## config.mk

```make
export PLATFORM = sky130hd
export DESIGN_NAME = fifo_rptr_empty_gen_flat
export DESIGN_NICKNAME = d
export VERILOG_FILES = /design/src/rtl/fifo_rptr_empty_gen_if.sv /design/src/rtl/fifo_rptr_empty_gen.sv /design/src/flat_wrapper.sv
export SDC_FILE = /design/constraint.sdc
export NUM_CORES = 1
export LEC_CHECK = 0
export ABC_AREA = 1
export CORE_MARGIN = 2
export CORE_UTILIZATION = 27
export DETAILED_ROUTE_END_ITERATION = 6
export SLEW_MARGIN = 10
export SYNTH_ARGS = -nofsm -noshare
export SYNTH_HDL_FRONTEND = slang
export SYNTH_SLANG_ARGS = --single-unit
```

## constraint.sdc

```tcl
create_clock -name clk -period 2.9 [get_ports clk]
set_clock_uncertainty 0.1 [all_clocks]
set_input_delay 0.87 -clock clk [delete_from_list [all_inputs] [get_ports clk]]
set_output_delay 0.87 -clock clk [all_outputs]
set_load 0.05 [all_outputs]
```

## src/rtl/fifo_rptr_empty_gen_if.sv

```systemverilog
`default_nettype none
// ============================================================================
// Module      : fifo_rptr_empty_gen_if
// Description : Read-side port bundle of the asynchronous FIFO: consumer
//               requests, synchronised write pointer input and read status.
// Revision    : 1.0 - initial release
// ============================================================================
interface fifo_rptr_empty_gen_if #(
    parameter int ADDR_SIZE = 4
);
    logic                 r_en;
    logic [ADDR_SIZE:0]   w_ptr;
    logic                 underflow_clr;
    logic [ADDR_SIZE:0]   r_ptr;
    logic [ADDR_SIZE-1:0] r_addr;
    logic                 r_empty;
    logic                 r_almost_empty;
    logic [ADDR_SIZE:0]   r_level;
    logic                 r_valid;
    logic                 r_underflow;

    // Consumer / environment side
    modport master (
        output r_en, w_ptr, underflow_clr,
        input  r_ptr, r_addr, r_empty, r_almost_empty, r_level, r_valid, r_underflow
    );

    // Read-pointer controller side
    modport slave (
        input  r_en, w_ptr, underflow_clr,
        output r_ptr, r_addr, r_empty, r_almost_empty, r_level, r_valid, r_underflow
    );
endinterface
`default_nettype wire

```

## src/rtl/fifo_rptr_empty_gen.sv

```systemverilog
`default_nettype none
// ============================================================================
// Module      : fifo_rptr_empty_gen
// Description : Async FIFO read-side controller. Synchronises the Gray write
//               pointer, keeps binary/Gray read pointers and produces
//               registered empty, almost-empty, level, valid and underflow.
// Revision    : 1.0 - initial release
// ============================================================================
module fifo_rptr_empty_gen #(
    parameter int ADDR_SIZE   = 4,
    parameter int SYNC_STAGES = 2,
    parameter int AE_THRESH   = 1
) (
    input  wire logic               clk,
    input  wire logic               rst,
    fifo_rptr_empty_gen_if.slave    bus
);
    localparam int            c_PW        = ADDR_SIZE + 1;
    localparam logic [c_PW-1:0] c_AE_THRESH = c_PW'(AE_THRESH);
    localparam logic [c_PW-1:0] c_ONE       = c_PW'(1);

    logic [c_PW-1:0] r_rbin;
    logic [c_PW-1:0] r_rgray;
    logic [c_PW-1:0] r_sync [SYNC_STAGES];
    logic            r_empty;
    logic            r_almost_empty;
    logic [c_PW-1:0] r_level;
    logic            r_valid;
    logic            r_underflow;

    logic            w_rd_ok;
    logic [c_PW-1:0] w_rbin_next;
    logic [c_PW-1:0] w_rgray_next;
    logic [c_PW-1:0] w_wq_gray;
    logic [c_PW-1:0] w_wq_bin;
    logic [c_PW-1:0] w_level_next;

    // Next-pointer arithmetic; a read while empty leaves the pointer unchanged
    assign w_rd_ok      = bus.r_en & ~r_empty;
    assign w_rbin_next  = w_rd_ok ? (r_rbin + c_ONE) : r_rbin;
    assign w_rgray_next = w_rbin_next ^ (w_rbin_next >> 1);
    assign w_wq_gray    = r_sync[SYNC_STAGES-1];
    assign w_level_next = w_wq_bin - w_rbin_next;

    // Gray-to-binary: each binary bit is the XOR of all Gray bits at or above it
    generate
        for (genvar gi = 0; gi < c_PW; gi++) begin : g_g2b
            assign w_wq_bin[gi] = ^w_wq_gray[c_PW-1:gi];
        end
    endgenerate

    // Write-pointer synchroniser chain into the read clock domain
    always_ff @(posedge clk or posedge rst) begin
        if (rst) begin
            for (int i = 0; i < SYNC_STAGES; i++) begin
                r_sync[i] <= '0;
            end
        end else begin
            r_sync[0] <= bus.w_ptr;
            for (int i = 1; i < SYNC_STAGES; i++) begin
                r_sync[i] <= r_sync[i-1];
            end
        end
    end

    // Read pointers and status flags, all reflecting the post-read state
    always_ff @(posedge clk or posedge rst) begin
        if (rst) begin
            r_rbin         <= '0;
            r_rgray        <= '0;
            r_empty        <= 1'b1;
            r_almost_empty <= 1'b1;
            r_level        <= '0;
            r_valid        <= 1'b0;
        end else begin
            r_rbin         <= w_rbin_next;
            r_rgray        <= w_rgray_next;
            r_empty        <= (w_rgray_next == w_wq_gray);
            r_almost_empty <= (w_level_next <= c_AE_THRESH);
            r_level        <= w_level_next;
            r_valid        <= w_rd_ok;
        end
    end

    // Sticky underflow; a new underflow takes priority over a clear
    always_ff @(posedge clk or posedge rst) begin
        if (rst) begin
            r_underflow <= 1'b0;
        end else if (bus.r_en & r_empty) begin
            r_underflow <= 1'b1;
        end else if (bus.underflow_clr) begin
            r_underflow <= 1'b0;
        end
    end

    assign bus.r_ptr          = r_rgray;
    assign bus.r_addr         = r_rbin[ADDR_SIZE-1:0];
    assign bus.r_empty        = r_empty;
    assign bus.r_almost_empty = r_almost_empty;
    assign bus.r_level        = r_level;
    assign bus.r_valid        = r_valid;
    assign bus.r_underflow    = r_underflow;

endmodule
`default_nettype wire

```

## src/flat_wrapper.sv

```systemverilog
// flat-port wrapper written by rule: the top's interface ports become plain ports
module fifo_rptr_empty_gen_flat 
#(
    parameter int ADDR_SIZE   = 4,
    parameter int SYNC_STAGES = 2,
    parameter int AE_THRESH   = 1
)
  (clk, rst, bus_r_en, bus_w_ptr, bus_underflow_clr, bus_r_ptr, bus_r_addr, bus_r_empty, bus_r_almost_empty, bus_r_level, bus_r_valid, bus_r_underflow);
  fifo_rptr_empty_gen_if #(.ADDR_SIZE(ADDR_SIZE)) bus_i ();
  input  wire logic clk;
  input  wire logic rst;
  input wire logic [$bits(bus_i.r_en)-1:0] bus_r_en;
  input wire logic [$bits(bus_i.w_ptr)-1:0] bus_w_ptr;
  input wire logic [$bits(bus_i.underflow_clr)-1:0] bus_underflow_clr;
  output wire logic [$bits(bus_i.r_ptr)-1:0] bus_r_ptr;
  output wire logic [$bits(bus_i.r_addr)-1:0] bus_r_addr;
  output wire logic [$bits(bus_i.r_empty)-1:0] bus_r_empty;
  output wire logic [$bits(bus_i.r_almost_empty)-1:0] bus_r_almost_empty;
  output wire logic [$bits(bus_i.r_level)-1:0] bus_r_level;
  output wire logic [$bits(bus_i.r_valid)-1:0] bus_r_valid;
  output wire logic [$bits(bus_i.r_underflow)-1:0] bus_r_underflow;
  assign bus_i.r_en = bus_r_en;
  assign bus_i.w_ptr = bus_w_ptr;
  assign bus_i.underflow_clr = bus_underflow_clr;
  assign bus_r_ptr = bus_i.r_ptr;
  assign bus_r_addr = bus_i.r_addr;
  assign bus_r_empty = bus_i.r_empty;
  assign bus_r_almost_empty = bus_i.r_almost_empty;
  assign bus_r_level = bus_i.r_level;
  assign bus_r_valid = bus_i.r_valid;
  assign bus_r_underflow = bus_i.r_underflow;
  fifo_rptr_empty_gen #(.ADDR_SIZE(ADDR_SIZE), .SYNC_STAGES(SYNC_STAGES), .AE_THRESH(AE_THRESH)) u_core (.clk(clk), .rst(rst), .bus(bus_i));
endmodule
```

==> results.toml <==
[outcome]
outcome = "finished, final reports clean"

[run]
drv_cap = 0

[synthesis]
post-synth-top-area-cell = "dfrtp_1"
seq_area_frac_synth = 0.551
syn_area_mm2 = 0.00128
synth_nets = 157
synthFlopType = "dfrtp_1"
synth_cells = 143
synth.most_common_cell = "nand2_1"
yosysUniqueCellTypes = 20
synth_common_cells = "nand2_1, dfrtp_1, inv_1"
yosys_warnings = 0
yosysTopAreaCellShare = 0.510
netlist_top_cells_area = "dfrtp_1, nand2_1, inv_1, nand3_1, dfstp_2"
ys_seq_elements = 28
synth_edf_count = 0
async_flop_share = 1.00
syn-mean-instance-area_um2 = 8.92

[clock_tree]
clkLatencyLatePin_ns = 0.27
clockBufferDepth = 2
cts_sinks = 28
cts_resized = 0
cts_root_buffer = "clkbuf_8"
cts_buffers = 3
cts_tree = "done"
cts.htree.levels = 1
post_cts_buffers = 0
cts_hold_buffers = 0
cts.clk_slew.worst_paths_ns = 0.09

[floorplan]
start_util = 0.276
die_h_um = 72.8
die_w_um = 72.8
dieArea_mm2 = 0.00529
rows = 25
core_area_mm2 = 0.00463
io_pins = 27

[pwr]
p_leak_nw = 0.881
p_per_area_mw_per_mm2 = 1200
vdd_ir_drop_max_v = 0.000288

[placement]
place_congestion = 0.756
portBuffers = 26
placed_cells = 233
hpwl_mm = 1.83

[setup_path]
crit_family = "buffers and inverters"
crit_chain = "clkdlybuf4s50_1, nand2_1, nand2_1, nand2_1, inv_1, ha_1, inv_1, fa_1, xor2_1, nor2_1, nand3_1, nor2_1"
cpMostUsedCell = "nand2_1"
path_buf_inv = 3
crit_type = "primary input to flop"
cp_slowest_stage_delay_ns = 0.54
worstPathArrival_ns = 2.81
cp-end-kind = "flop"
worstSetupStartpointType = "primary input"
critPathMaxFanout = 4
crit_slowest_cell = "clkdlybuf4s50_1"
crit_required_ns = 3.01

[route]
route.detailed.drc = 0
vias = 986
vias_per_cell = 4.16
first_pass_iters = 4
ant_nets = 0
drtIter0Drc = 56
wl_per_cell_um = 9.80
wirelength_mm = 2.32

[layout]
final_cells = 237
areaGrowthSynthToFinish_pct = 36.5
drive_gt1_frac = 0.131
final_nets = 198
antenna_cells = 0
nFillCells = 471

[sta]
min_period_ns = 2.70
setup_viol = 0
fin_tns_setup_ns = 0
period_share = 0.930
slew-limit-headroom = 0.662
worstMarginPinSlew_ns = 0.505
drv_slew = 0
fmax_ghz = 0.371
hold_viol_final = 0
rsz0062_at_grt = "false"

[global_routing]
grt_pass1_vias = 1003
antenna_found_initial = 0
grt_use_total = 0.103
grt_max_degree = 29
gr-total-overflow = 0
grt_pass1_wl_mm = 4.21

[min_path]
hold_class = "flop to flop"
[sequential cells by signal, summed over array words and instances (netlist names)]
| register | flops |
|---|---|
| u_core.bus.r_empty | 1 |
| u_core.bus.r_level | 5 |
| u_core.r_rbin | 5 |
| u_core.w_wq_gray | 5 |
| u_core.bus.r_almost_empty | 1 |
| u_core.bus.r_ptr | 4 |
| u_core.r_sync | 5 |
| u_core.bus.r_underflow | 1 |
| u_core.bus.r_valid | 1 |
[final timing paths]
kind                                startpoint                   endpoint  slack [ns]  cells past startpoint
setup reg to reg           u_core.w_wq_gray[4]  u_core.bus.r_almost_empty        0.34                     13
min in group asynchronous                  rst        u_core.w_wq_gray[2]        0.84                      3
max in group asynchronous                  rst         u_core.bus.r_empty        1.55                      3
setup / recovery                      bus_r_en  u_core.bus.r_almost_empty        0.20                     12
hold / removal                u_core.r_sync[8]        u_core.w_wq_gray[3]        0.25                      0
hold reg to reg               u_core.r_sync[8]        u_core.w_wq_gray[3]        0.25                      0
[worst reg2reg max path: stages, from the launching register on]
cell	delay, ns
dfrtp_1	0.40
inv_1	0.07
nand2_1	0.05
nand2_1	0.13
xor2_2	0.22
xor2_2	0.26
xor2_1	0.17
ha_1	0.16
inv_1	0.06
fa_1	0.41
xor2_1	0.19
nor2_1	0.10
nand3_1	0.08
nor2_1	0.10
[area by class of cell]
type	instances	area, µm²	share of cell area
multi-input combinational	94	502	0.288
inverter	21	78.8	0.0453
sequential	28	703	0.404
clock buffer	4	55.1	0.0316
tap	54	67.6	0.0388
timing repair buffer	36	335	0.193
[cells by family (layout without fill, tap and decap cells)]
logic type | Yosys count | in the layout | synth area share
xor+xnor | 4 | 4 | 0.0333
compound gates | 4 | 4 | 0.0245
fa+ha+maj | 5 | 5 | 0.0549
simple gates | 81 | 81 | 0.275
flops | 28 | 28 | 0.551
buf+inv | 21 | 61 | 0.0618
[per-layer routing]
layer,GRT usage,share of wire,vias up
met5,0,0,-
met4,0.0494,0.021,0
met3,0.0235,0.046,5
met2,0.165,0.49,24
met1,0.132,0.44,435
li1,-,-,522
[metrics by stage]
stage,util,total power [W],setup slack (ns),cell area (µm²),hold WS (ns)
2_1_floorplan,-,0.00144,0.481,1280,0.231
3_3_place_gp,0.363,0.00186,-0.0418,1680,0.231
6_report,0.376,0.00209,0.204,1740,0.254
5_1_grt,0.376,0.00228,0.0120,1740,0.269
3_5_place_dp,0.363,0.00188,-0.0734,1680,0.236
4_1_cts,0.375,0.00213,0.199,1730,0.257
[report_power, final]
group,leakage (nW),internal (W),total [W],switching (W)
combinational,0.524,0.000463,0.00128,0.000817
clock,0.0288,0.000122,0.000238,0.000116
sequential,0.328,0.000513,0.000578,0.0000648
total,0.881,0.00110,0.00209,0.000998
[cells in the final DEF (no fill, tap or decap), drive strengths merged, types with 2 or more instances in the layout]
cell	count
nand4	2
nand2	55
ha	4
nor2	7
o21bai	2
clkbuf	4
inv	21
dfrtp	26
clkdlybuf4s50	26
nand3	16
buf	10
dfstp	2
xor2	4
(Power assumes the default switching activity.)
